$ cat config.mk
export PLATFORM = sky130hd
export DESIGN_NAME = wave_envelope_adsr
export DESIGN_NICKNAME = d
export VERILOG_FILES = /design/src/rtl/wave_envelope_adsr.sv
export SDC_FILE = /design/constraint.sdc
export NUM_CORES = 1
export LEC_CHECK = 0
export ABC_AREA = 1
export BUFFER_PORTS_ARGS = -buffer_cell sky130_fd_sc_hd__buf_2
export CAP_MARGIN = 20
export CELL_PAD_IN_SITES_DETAIL_PLACEMENT = 0
export CELL_PAD_IN_SITES_GLOBAL_PLACEMENT = 1
export CORE_UTILIZATION = 42
export DETAILED_ROUTE_END_ITERATION = 6
export PLACE_DENSITY = 0.81
export SLEW_MARGIN = 15
export SYNTH_ARGS = -nofsm -noshare
export SYNTH_HDL_FRONTEND = slang
export SYNTH_SLANG_ARGS = --single-unit
$ cat constraint.sdc
create_clock -name clk -period 6.3 [get_ports clk]
set_clock_uncertainty 0.2 [all_clocks]
set_input_delay 0.945 -clock clk [delete_from_list [all_inputs] [get_ports clk]]
set_output_delay 0.945 -clock clk [all_outputs]
set_load 0.01 [all_outputs]
$ cat src/rtl/wave_envelope_adsr.sv
// rtl/wave_envelope_adsr.sv - ADSR amplitude envelope with registered sample scaling
module wave_envelope_adsr #(
   parameter int DATA_W = 8,
   parameter int ENV_W  = 8,
   parameter int RATE_W = 8
) (
   input  logic              clk,
   input  logic              rst,
   input  logic              gate,
   input  logic [RATE_W-1:0] attack_rate,
   input  logic [RATE_W-1:0] decay_rate,
   input  logic [ENV_W-1:0]  sustain_level,
   input  logic [RATE_W-1:0] release_rate,
   input  logic [DATA_W-1:0] sample_in,
   input  logic              sample_valid,
   output logic [DATA_W-1:0] sample_out,
   output logic              sample_out_valid,
   output logic [ENV_W-1:0]  env_level,
   output logic [2:0]        env_state,
   output logic              busy
);

   typedef enum logic [2:0] {
      S_IDLE    = 3'd0,
      S_ATTACK  = 3'd1,
      S_DECAY   = 3'd2,
      S_SUSTAIN = 3'd3,
      S_RELEASE = 3'd4
   } state_t;

   localparam logic [ENV_W-1:0] ENV_MAX = '1;
   localparam logic [ENV_W-1:0] ENV_MIN = '0;

   state_t              state;
   logic [RATE_W-1:0]   rate_cnt;
   logic [RATE_W-1:0]   cur_rate;
   logic                step;

   logic [ENV_W:0]          env_plus1;
   logic [DATA_W+ENV_W-1:0] product;
   logic [ENV_W-1:0]        unused_frac;

   always_comb begin
      cur_rate = '0;
      case (state)
         S_ATTACK:  cur_rate = attack_rate;
         S_DECAY:   cur_rate = decay_rate;
         S_RELEASE: cur_rate = release_rate;
         default:   cur_rate = '0;
      endcase
   end

   assign step      = (rate_cnt == cur_rate);
   assign env_state = state;
   assign busy      = (state != S_IDLE);

   // Gate is checked first in every state; any state change also clears rate_cnt.
   always_ff @(posedge clk) begin
      if (rst) begin
         state     <= S_IDLE;
         env_level <= '0;
         rate_cnt  <= '0;
      end else begin
         rate_cnt <= step ? '0 : rate_cnt + 1'b1;
         case (state)
            S_IDLE: begin
               if (gate) begin
                  state    <= S_ATTACK;
                  rate_cnt <= '0;
               end else begin
                  env_level <= '0;
               end
            end
            S_ATTACK: begin
               if (!gate) begin
                  state    <= S_RELEASE;
                  rate_cnt <= '0;
               end else if (env_level == ENV_MAX) begin
                  state    <= S_DECAY;
                  rate_cnt <= '0;
               end else if (step) begin
                  env_level <= env_level + 1'b1;
               end
            end
            S_DECAY: begin
               if (!gate) begin
                  state    <= S_RELEASE;
                  rate_cnt <= '0;
               end else if (env_level <= sustain_level) begin
                  state    <= S_SUSTAIN;
                  rate_cnt <= '0;
               end else if (step) begin
                  env_level <= env_level - 1'b1;
               end
            end
            S_SUSTAIN: begin
               if (!gate) begin
                  state    <= S_RELEASE;
                  rate_cnt <= '0;
               end else begin
                  env_level <= sustain_level;
               end
            end
            S_RELEASE: begin
               if (gate) begin
                  state    <= S_ATTACK;
                  rate_cnt <= '0;
               end else if (env_level == ENV_MIN) begin
                  state    <= S_IDLE;
                  rate_cnt <= '0;
               end else if (step) begin
                  env_level <= env_level - 1'b1;
               end
            end
            default: begin
               state    <= S_IDLE;
               rate_cnt <= '0;
            end
         endcase
      end
   end

   // Scaling by level+1 makes full scale pass samples through unchanged;
   // the product never needs more than DATA_W+ENV_W bits.
   assign env_plus1 = {1'b0, env_level} + {{ENV_W{1'b0}}, 1'b1};
   assign product   = {{ENV_W{1'b0}}, sample_in} * {{(DATA_W-1){1'b0}}, env_plus1};
   assign unused_frac = product[ENV_W-1:0];

   always_ff @(posedge clk) begin
      if (rst) begin
         sample_out       <= '0;
         sample_out_valid <= 1'b0;
      end else begin
         sample_out_valid <= sample_valid;
         if (sample_valid) begin
            sample_out <= product[DATA_W+ENV_W-1:ENV_W];
         end
      end
   end

endmodule
==> results.md, run 1 <==
- Cts bufs inserted: 3
- Layout cells sized above 1: 12.3%
- Chip Height: 105 µm
- Hold Path Class: reg -> reg
- Worst-Margin Slew: 0.805 ns
- CTS tree: yes
- Worst Setup Start Kind: flip-flop
- Syn_nets: 795
- All-Layer GR Usage: 22.5%
- Global-route wire length before repair: 20300 µm
- Routed wire per std cell: 13.5 µm
- Synth area leaders: fa_1 18%, ha_1 14%, dfxtp_1 13%, inv_1 11%, nand2_1 11%
- # fillers: 1079
- Top-level I/O count: 65
- Die area: 0.0111 mm²
- Critical path class: reg -> reg
- Htree depth: 1
- RSZ-0062 raised after global routing: no
- Worst path cell trace: inv_1 -> nor3_1 -> inv_1 -> nor2_1 -> nand3_1 -> nor2_1 -> xor2_1 -> nor2_1 -> fa_1 -> fa_1 -> fa_1 -> inv_1 -> fa_1 -> inv_1 -> ha_1 -> a21oi_1 -> o21ai_0 -> a221oi_1 -> nand2_1 -> nand2_1 -> nand3_1 -> nand2_1 -> inv_1
- Synth Register Bits: 28
- Synthesized area: 0.00448 mm²
- CTS sink count: 28
- Post-synth top area share: 18.3%
- Max-Cap Viols: 0
- Resize count post-CTS: 0
- DR vias/cell: 5.05
- Slew Limit Fails: 0
- NumNets Final: 857
- Crit Path Max Fanout: 7
- Critical path data arrival time: 5.68 ns
- Post-synth EDFFs: 0
- Initial DRC Count: 237
- F_max: 0.176 GHz
- Largest net degree at the start of global routing: 17
- Cell leakage power: 2.77 nW
- CP max stage cell: fa_1
- Final worst path period share: 90.3%
- Setup ws final: 0.608 ns
- Clock Latency Late Sink: 0.28 ns
- Hold violation count in the final report: 0
- Ys async rst share: 0%
- Most used cell, CP: inv_1
- HPWL after DPL: 9560 µm
- Data required time at the worst endpoint: 6.29 ns
- Remaining DRCs: 0
- Die X: 105 µm
- Antenna Nets Post-Route: 0
- Leading area contributor after synthesis: fa_1
- Commonest cells in the netlist: 129 x inv_1, 128 x nand2_1, 103 x nor2_1, 49 x ha_1, 45 x nand3_1
- Initial Util: 43.4%
- Slowest Stage Delay on Critical Path: 0.55 ns
- Hold-fix buffers, CTS: 0
- PD cells: 452 mW/mm²
- Setup crit end kind: flip-flop
- Status: completed
- Multi-input combinational cell area: 0.00336 mm²
- Setup TNS: 0 ns
- Setup Viol. Count Final: 0
- Seq/Total Area, Yosys: 12.5%
- # diodes: 0
- Port bufs: 64
- Clock Tree Root: clkbuf_8
- Dominant synthesized flop cell: dfxtp_1
- Syn Inst Count: 661
- Gpl congestion: 0.924
- Core Area: 0.0103 mm²
- Number of buffers added for setup after CTS: 0
- Initial antenna violation count: 0
- CTS max path bufs: 2
- Count of different cell masters after synthesis: 39
- Synth warnings: 0
- Clk slew on worst S/H paths: 0.10 ns
- VDD IR-drop max: 0.000282 V
- Routed via count: 4329
- Most common cell in the netlist: inv_1
- Row cnt: 37
- P&R area growth vs syn: 11.4%
- Mapped Avg Cell Area: 6.78 µm²
- Max-Slew Margin vs Limit: 46.3%
- Sequential cell area: 561 µm²
- Grt ovf: 0
- Final WL: 11600 µm
- Dpl ws: 0.648 ns
- Final min period: 5.69 ns
- Number of global-route vias before repair: 4297
- Initial DRT Pass Iterations: 4
[final timing paths]
path,from,end,slack [ns],cells past startpoint
worst min-delay path,rate_cnt[0],rate_cnt[0],0.29,1
worst max register to register,env_level[0],sample_out[7],0.61,23
worst max-delay path,env_level[0],sample_out[7],0.61,23
worst min register to register,rate_cnt[0],rate_cnt[0],0.29,1
[state kept, by name (all words and copies together), names as in the netlist]
| name | flops |
|---|---|
| rate_cnt | 8 |
| sample_out | 8 |
| sample_out_valid | 1 |
| env_state | 3 |
| env_level | 8 |
[per-layer routing]
layer | GRT usage (%) | up-vias | wire [µm]
li1 | - | 2208 | -
met1 | 30.5 | 2043 | 5480
met2 | 39.9 | 74 | 5630
met3 | 1.42 | 4 | 380
met4 | 3.62 | 0 | 72
met5 | 0 | - | 0
[where the power goes]
group,total [mW],switching [mW],internal [mW]
combinational,1.83,1.16,0.671
clock,0.144,0.0594,0.0851
sequential,0.286,0.0671,0.219
total,2.26,1.28,0.974
[critical path, delay by kind of cell, from the launching register on]
family / cells / cell delay [ns]
AOI/OAI and AO/OA: 3 / 0.67
buffers and inverters: 5 / 0.39
and+or+nand+nor: 9 / 0.97
DFF: 1 / 0.46
xor gates and xnor gates: 1 / 0.48
adders and majority gates: 5 / 2.40
[cells by family (layout without fill, tap and decap cells)]
logic type / Yosys count / in the layout / synth area share, %
simple gates: 328 / 328 / 32.4
compound gates: 60 / 60 / 7.84
fa+ha+maj: 90 / 90 / 32.0
buf+inv: 141 / 202 / 12.6
flops: 28 / 28 / 12.5
xor+xnor: 14 / 14 / 2.74
[cells in the final DEF, fill, tap and decap left out, drive strengths merged, types with 2 or more instances in the layout]
| master | count |
|---|---|
| o21ai | 18 |
| nor3 | 10 |
| nand3b | 2 |
| nand3 | 49 |
| inv | 132 |
| nand4 | 23 |
| nand2 | 131 |
| o21bai | 2 |
| or2 | 2 |
| a31oi | 2 |
| xnor2 | 2 |
| clkbuf | 3 |
| o22ai | 2 |
| buf | 66 |
| nor2 | 109 |
| a21boi | 2 |
| dfxtp | 28 |
| a21oi | 24 |
| xor2 | 12 |
| a21o | 3 |
| fa | 41 |
| ha | 49 |
[layout make-up]
cell class / count / share of cell area [%]
Clock inverter: 1 / 0.602
Clock buffer: 3 / 0.827
Inverter: 132 / 9.92
Timing Repair Buffer: 66 / 6.72
Sequential cell: 28 / 11.2
Tap cell: 136 / 3.41
Multi-Input combinational cell: 492 / 67.3
[through the flow]
stage	instance area, µm²	std cells	hold slack (ns)	total power [mW]	utilization [%]
finish	4990	858	0.290	2.26	48.4
global route	4990	858	0.319	2.59	48.4
CTS	4990	858	0.293	2.27	48.4
detailed placement	4920	854	0.268	2.11	47.7
global placement	4920	854	0.265	2.10	47.7
floorplan	4480	661	0.230	1.68	-
Power figures use the tool's default switching activity.
==> run 2: changes to the inputs <==
--- a/config.mk
+++ b/config.mk
@@ -13,6 +13,7 @@
 export CORE_UTILIZATION = 42
 export DETAILED_ROUTE_END_ITERATION = 6
 export PLACE_DENSITY = 0.81
+export RECOVER_POWER = 100
 export SLEW_MARGIN = 15
 export SYNTH_ARGS = -nofsm -noshare
 export SYNTH_HDL_FRONTEND = slang
==> results.md, run 2 (synthesis gave the netlist of run 1 again) <==
- Status: completed (unchanged)
- Layout cells sized above 1: 8.45% (was 12.3%)
- Gpl congestion: 0.924 (unchanged)
- Hold-fix buffers, CTS: 0 (unchanged)
- Initial DRT Pass Iterations: 5 (was 4)
- Max-Cap Viols: 0 (unchanged)
- Resize count post-CTS: 0 (unchanged)
- Top-level I/O count: 65 (unchanged)
- Critical path data arrival time: 5.68 ns (about the same)
- Chip Height: 105 µm (unchanged)
- Core Area: 0.0103 mm² (unchanged)
- Largest registers: env_level x8, rate_cnt x8, sample_out x8 (unchanged)
- Worst-Margin Slew: 0.802 ns (was 0.805 ns)
- VDD IR-drop max: 0.000281 V (was 0.000282 V)
- NumNets Final: 857 (unchanged)
- Most used cell, CP: inv_1 (unchanged)
- All-Layer GR Usage: 22.5% (unchanged)
- Global-route wire length before repair: 20300 µm (unchanged)
- Clock Tree Root: clkbuf_8 (unchanged)
- Slew Limit Fails: 0 (unchanged)
- DR vias/cell: 5.09 (was 5.05)
- Reg-to-Reg Start: env_level[0] (unchanged)
- Worst Setup Start Kind: flip-flop (unchanged)
- Routed via count: 4368 (was 4329)
- CP startpoint: env_level[0] (unchanged)
- CP max stage cell: fa_1 (unchanged)
- Final min period: 5.69 ns (about the same)
- Most frequent cells in the layout: 131 x inv_1, 128 x nand2_1, 105 x nor2_1 (was 129 x inv_1, 128 x nand2_1, 103 x nor2_1)
- CP delay by family, top: adder cells (unchanged)
- F_max: 0.176 GHz (about the same)
- # fillers: 1091 (was 1079)
- # diodes: 0 (unchanged)
- Slowest Stage Delay on Critical Path: 0.55 ns (about the same)
- P&R area growth vs syn: 10.1% (was 11.4%)
- Critical path class: reg -> reg (unchanged)
- Hold violation count in the final report: 0 (unchanged)
- Row cnt: 37 (unchanged)
- Levels on crit path: 23 (unchanged)
- PD cells: 454 mW/mm² (was 452 mW/mm²)
- Worst R2R Path Depth: 23 (unchanged)
- CP Buf/Inv Count: 5 (unchanged)
- Largest net degree at the start of global routing: 17 (unchanged)
- Max-Slew Margin vs Limit: 46.1% (was 46.3%)
- Number of global-route vias before repair: 4297 (unchanged)
- HP Start: rate_cnt[0] (unchanged)
- HPWL after DPL: 9560 µm (unchanged)
- Routed wire per std cell: 13.5 µm (about the same)
- CTS tree: yes (unchanged)
- Die X: 105 µm (unchanged)
- FF-to-FF setup slack: 0.61 ns (about the same)
- Final worst path period share: 90.3% (about the same)
- Clk slew on worst S/H paths: 0.10 ns (about the same)
- End of the critical path: sample_out[7] (unchanged)
- Data required time at the worst endpoint: 6.29 ns (about the same)
- Post-Layout Inst Area: 0.00494 mm² (was 0.00499 mm²)
- Area after DPL: 0.00492 mm² (unchanged)
- Hold Path Class: reg -> reg (unchanged)
- Finished Core Util: 47.8% (was 48.4%)
- Htree depth: 1 (unchanged)
- Most common cell after layout, fill and taps aside: inv_1 (unchanged)
- CTS max path bufs: 2 (unchanged)
- CTS sink count: 28 (unchanged)
- Tot Pwr: 2.24 mW (was 2.26 mW)
- Initial antenna violation count: 0 (unchanged)
- Crit Path Max Fanout: 7 (unchanged)
- Final WL: 11600 µm (about the same)
- Cell leakage power: 2.68 nW (was 2.77 nW)
- Number of buffers added for setup after CTS: 0 (unchanged)
- Antenna Nets Post-Route: 0 (unchanged)
- Reg-to-Reg End: sample_out[7] (unchanged)
- Setup Viol. Count Final: 0 (unchanged)
- Setup TNS: 0 ns (unchanged)
- Cts bufs inserted: 3 (unchanged)
- Remaining DRCs: 0 (unchanged)
- Port bufs: 64 (unchanged)
- Die area: 0.0111 mm² (unchanged)
- Worst path cell trace: inv_1 -> nor3_1 -> inv_1 -> nor2_1 -> nand3_1 -> nor2_1 -> xor2_1 -> nor2_1 -> fa_1 -> fa_1 -> fa_1 -> inv_1 -> fa_1 -> inv_1 -> ha_1 -> a21oi_1 -> o21ai_0 -> a221oi_1 -> nand2_1 -> nand2_1 -> nand3_1 -> nand2_1 -> inv_1 (unchanged)
- Initial Util: 43.4% (unchanged)
- Setup crit end kind: flip-flop (unchanged)
- Initial DRC Count: 205 (was 237)
- RSZ-0062 raised after global routing: no (unchanged)
- Clock Latency Late Sink: 0.28 ns (about the same)
- Grt ovf: 0 (unchanged)
[run 2: cell types whose count changed in the layout (fill, tap and decap cells not counted), moves of 2 or more]
cell / before / now
nor2_1: 103 / 105
buf_4: 2 / 0
inv_1: 129 / 131
clkbuf_1: 0 / 23
inv_2: 3 / 1
buf_2: 64 / 43
[run 2: area by class of cell]
type	count	area, µm²	share of cell area [%]
Inverter	132	495	10.0
Timing Repair Buffer	66	302	6.11
Clock buffer	3	41.3	0.837
Clock inverter	1	30.0	0.608
Multi-Input combinational cell	492	3340	67.6
Tap cell	136	170	3.45
Sequential cell	28	561	11.4
[run 2: how the worst min path moves through the flow]
stage | slack, ns | depth (start not counted) | endpoint
detailed placement | 0.27 | 1 | rate_cnt[0]
CTS | 0.29 | 1 | rate_cnt[0]
global placement | 0.27 | 1 | rate_cnt[0]
global route | 0.32 | 1 | rate_cnt[0]
floorplan | 0.23 | 1 | rate_cnt[0]
finish | 0.29 | 1 | rate_cnt[0]
[run 2: routing by layer]
metal,global-route usage [%],part of all wire [%],vias to the layer above
met1,30.5,47,2038
met2,39.9,48,113
met3,1.42,4.0,4
li1,-,-,2213
met4,3.62,0.62,0
met5,0,0,-
[run 2: worst register-to-register path, stage by stage, from the launching register on]
cell	delay, ns
dfxtp_1	0.45
inv_1	0.19
nor3_1	0.22
inv_1	0.07
nor2_1	0.12
nand3_1	0.11
nor2_1	0.13
xor2_1	0.48
nor2_1	0.12
fa_1	0.55
fa_1	0.45
fa_1	0.55
inv_1	0.06
fa_1	0.53
inv_1	0.04
ha_1	0.34
a21oi_1	0.17
o21ai_0	0.14
a221oi_1	0.36
nand2_1	0.09
nand2_1	0.06
nand3_1	0.06
nand2_1	0.08
inv_1	0.03
[run 2: through the flow]
step | hold slack, ns | std cells | worst slack (ns)
floorplan | 0.230 | 661 | 1.01
global placement | 0.265 | 854 | 0.752
detailed placement | 0.268 | 854 | 0.648
CTS | 0.293 | 858 | 0.607
global route | 0.319 | 858 | 0.150
finish | 0.290 | 858 | 0.611
[run 2: report_power, final]
group	leakage [nW]	switching (mW)	internal [mW]
Sequential	0.230	0.0677	0.219
Clock	0.0357	0.0597	0.0851
Combinational	2.42	1.15	0.656
==> run 3: changes to the inputs <==
--- a/config.mk
+++ b/config.mk
@@ -6,14 +6,15 @@
 export NUM_CORES = 1
 export LEC_CHECK = 0
 export ABC_AREA = 1
-export BUFFER_PORTS_ARGS = -buffer_cell sky130_fd_sc_hd__buf_2
 export CAP_MARGIN = 20
 export CELL_PAD_IN_SITES_DETAIL_PLACEMENT = 0
 export CELL_PAD_IN_SITES_GLOBAL_PLACEMENT = 1
-export CORE_UTILIZATION = 42
+export CORE_UTILIZATION = 47
 export DETAILED_ROUTE_END_ITERATION = 6
+export DONT_BUFFER_PORTS = 1
 export PLACE_DENSITY = 0.81
 export RECOVER_POWER = 100
+export REMOVE_ABC_BUFFERS = 1
 export SLEW_MARGIN = 15
 export SYNTH_ARGS = -nofsm -noshare
 export SYNTH_HDL_FRONTEND = slang
==> results.md, run 3 (synthesis gave the netlist of run 1 again) <==
- VDD IR-drop max: 0.000322 V (was 0.000281 V)
- Hold path endpoint: rate_cnt[0] (unchanged)
- Max-Slew Margin vs Limit: 49.6% (was 46.1%)
- Layout cells sized above 1: 2.88% (was 8.45%)
- Largest registers: env_level x8, rate_cnt x8, sample_out x8 (unchanged)
- Critical path class: reg -> reg (unchanged)
- Hold Path Class: reg -> reg (unchanged)
- Reg-to-Reg Start: env_level[0] (unchanged)
- Worst Setup Start Kind: flip-flop (unchanged)
- Global-route wire length before repair: 19300 µm (was 20300 µm)
- Most common cell after layout, fill and taps aside: inv_1 (unchanged)
- Final min period: 5.53 ns (was 5.69 ns)
- Hold-fix buffers, CTS: 0 (unchanged)
- CTS max path bufs: 2 (unchanged)
- Chip Height: 99.7 µm (was 105 µm)
- Final worst path period share: 87.8% (was 90.3%)
- Routed via count: 4090 (was 4368)
- Non-Filler Instances: 788 (was 858)
- Cts bufs inserted: 3 (unchanged)
- Setup Viol. Count Final: 0 (unchanged)
- Gpl congestion: 0.902 (was 0.924)
- Slew Limit Fails: 0 (unchanged)
- Row cnt: 35 (was 37)
- Worst-Margin Slew: 0.755 ns (was 0.802 ns)
- Data required time at the worst endpoint: 6.30 ns (was 6.29 ns)
- CTS sink count: 28 (unchanged)
- Antenna Nets Post-Route: 0 (unchanged)
- PD cells: 475 mW/mm² (was 454 mW/mm²)
- Setup TNS: 0 ns (unchanged)
- Clk slew on worst S/H paths: 0.11 ns (was 0.10 ns)
- CTS tree: yes (unchanged)
- NumNets Final: 794 (was 857)
- Clock Latency Late Sink: 0.28 ns (about the same)
- Cell leakage power: 2.50 nW (was 2.68 nW)
- Crit Path Max Fanout: 7 (unchanged)
- Critical path data arrival time: 5.53 ns (was 5.68 ns)
- Initial antenna violation count: 0 (unchanged)
- Initial DRT Pass Iterations: 5 (unchanged)
- All-Layer GR Usage: 24.4% (was 22.5%)
- RSZ-0062 raised after global routing: no (unchanged)
- Htree depth: 1 (unchanged)
- HP Start: rate_cnt[0] (unchanged)
- HPWL after DPL: 9330 µm (was 9560 µm)
- Remaining DRCs: 0 (unchanged)
- Clock Tree Root: clkbuf_8 (unchanged)
- Met2 usage: 43.5% (was 39.9%)
- Routed wire per std cell: 14.1 µm (was 13.5 µm)
- Top-level I/O count: 65 (unchanged)
- Initial Util: 48.5% (was 43.4%)
- Resize count post-CTS: 0 (unchanged)
- Initial DRC Count: 154 (was 205)
- Setup crit end kind: flip-flop (unchanged)
- Worst R2R Path Depth: 24 (was 23)
- DR vias/cell: 5.19 (was 5.09)
- FF-to-FF setup slack: 0.77 ns (was 0.61 ns)
- Number of buffers added for setup after CTS: 0 (unchanged)
- WHS Path Cells: 1 (unchanged)
- Status: completed (unchanged)
- Number of global-route vias before repair: 4126 (was 4297)
- Grt ovf: 0 (unchanged)
- Most frequent cells in the layout: 131 x inv_1, 129 x nand2_1, 105 x nor2_1 (was 131 x inv_1, 128 x nand2_1, 105 x nor2_1)
- Met3 Use GR: 2.04% (was 1.42%)
- F_max: 0.181 GHz (was 0.176 GHz)
- Global route hottest layer: met2 (unchanged)
- Port bufs: 0 (was 64)
- Die X: 99.7 µm (was 105 µm)
- Hold violation count in the final report: 0 (unchanged)
- Placed cells: 784 (was 854)
- M1 GR Usage: 31.1% (was 30.5%)
- P&R area growth vs syn: 3.54% (was 10.1%)
- Largest net degree at the start of global routing: 17 (unchanged)
- Reg-to-Reg End: sample_out[7] (unchanged)
- Final WL: 11100 µm (was 11600 µm)
- # diodes: 0 (unchanged)
- Die area: 0.00993 mm² (was 0.0111 mm²)
- Max-Cap Viols: 0 (unchanged)
- Core Area: 0.00924 mm² (was 0.0103 mm²)
-- run 3: cell types whose count changed in the layout (fill, tap and decap cells not counted) --
| cell | change |
|---|---|
| clkbuf_1 | -22 |
| nand2_2 | -1 |
| buf_2 | -43 |
| nand2_1 | +1 |
| buf_4 | +2 |
-- run 3: cell type report --
type | count | area, µm²
Fill cell | 993 | 4600
Multi-Input combinational cell | 492 | 3330
Sequential cell | 28 | 561
Inverter | 132 | 495
Tap cell | 129 | 161
Clock buffer | 3 | 41.3
Clock inverter | 1 | 30.0
Timing Repair Buffer | 3 | 18.8
-- run 3: how the worst max path moves through the flow --
| stage | from | end | slack, ns | cells after the start |
|---|---|---|---|---|
| 2_1_floorplan | env_level[0] | sample_out[7] | 1.0 | 23 |
| 3_3_place_gp | env_level[0] | sample_out[7] | 0.96 | 24 |
| 3_5_place_dp | env_level[0] | sample_out[7] | 0.81 | 24 |
| 4_1_cts | env_level[0] | sample_out[7] | 0.78 | 24 |
| 5_1_grt | env_level[0] | sample_out[7] | 0.35 | 25 |
| 6_report | env_level[0] | sample_out[7] | 0.77 | 24 |
-- run 3: worst max-delay path, cell delays in order (launching register included) --
cell and delay [ns]:
dfxtp_1 0.46, inv_1 0.19, nor3_1 0.21, inv_1 0.07, nor2_1 0.12, nand3_1 0.11, nor2_1 0.14, xor2_1 0.21
buf_4 0.19, nor2_1 0.06, fa_1 0.52, fa_1 0.44, fa_1 0.54, inv_1 0.06, fa_1 0.52, inv_1 0.04
ha_1 0.34, a21oi_1 0.18, o21ai_0 0.15, a221oi_1 0.35, nand2_1 0.10, nand2_1 0.07, nand3_1 0.06, nand2_1 0.06
inv_1 0.03
-- run 3: layer usage --
metal	vias to the layer above	wire, µm
li1	2080	-
met1	1924	5180
met2	66	5350
met3	20	327
met4	0	282
met5	-	0
-- run 3: power breakdown --
| part | internal [mW] | total [mW] | switching (mW) |
|---|---|---|---|
| sequential | 0.219 | 0.303 | 0.0847 |
| clock | 0.0853 | 0.150 | 0.0645 |
| combinational | 0.641 | 1.75 | 1.11 |
| total | 0.945 | 2.20 | 1.26 |
-- run 3: per-stage QoR --
stage	power [mW]	hold slack (ns)	utilization (%)	worst slack (ns)	area (µm²)
2_1_floorplan	1.66	0.230	-	0.999	4420
3_5_place_dp	2.06	0.251	49.8	0.811	4600
3_3_place_gp	2.05	0.249	49.8	0.957	4600
5_1_grt	2.53	0.329	50.2	0.348	4640
6_report	2.20	0.286	50.2	0.772	4640
4_1_cts	2.24	0.288	50.5	0.776	4670
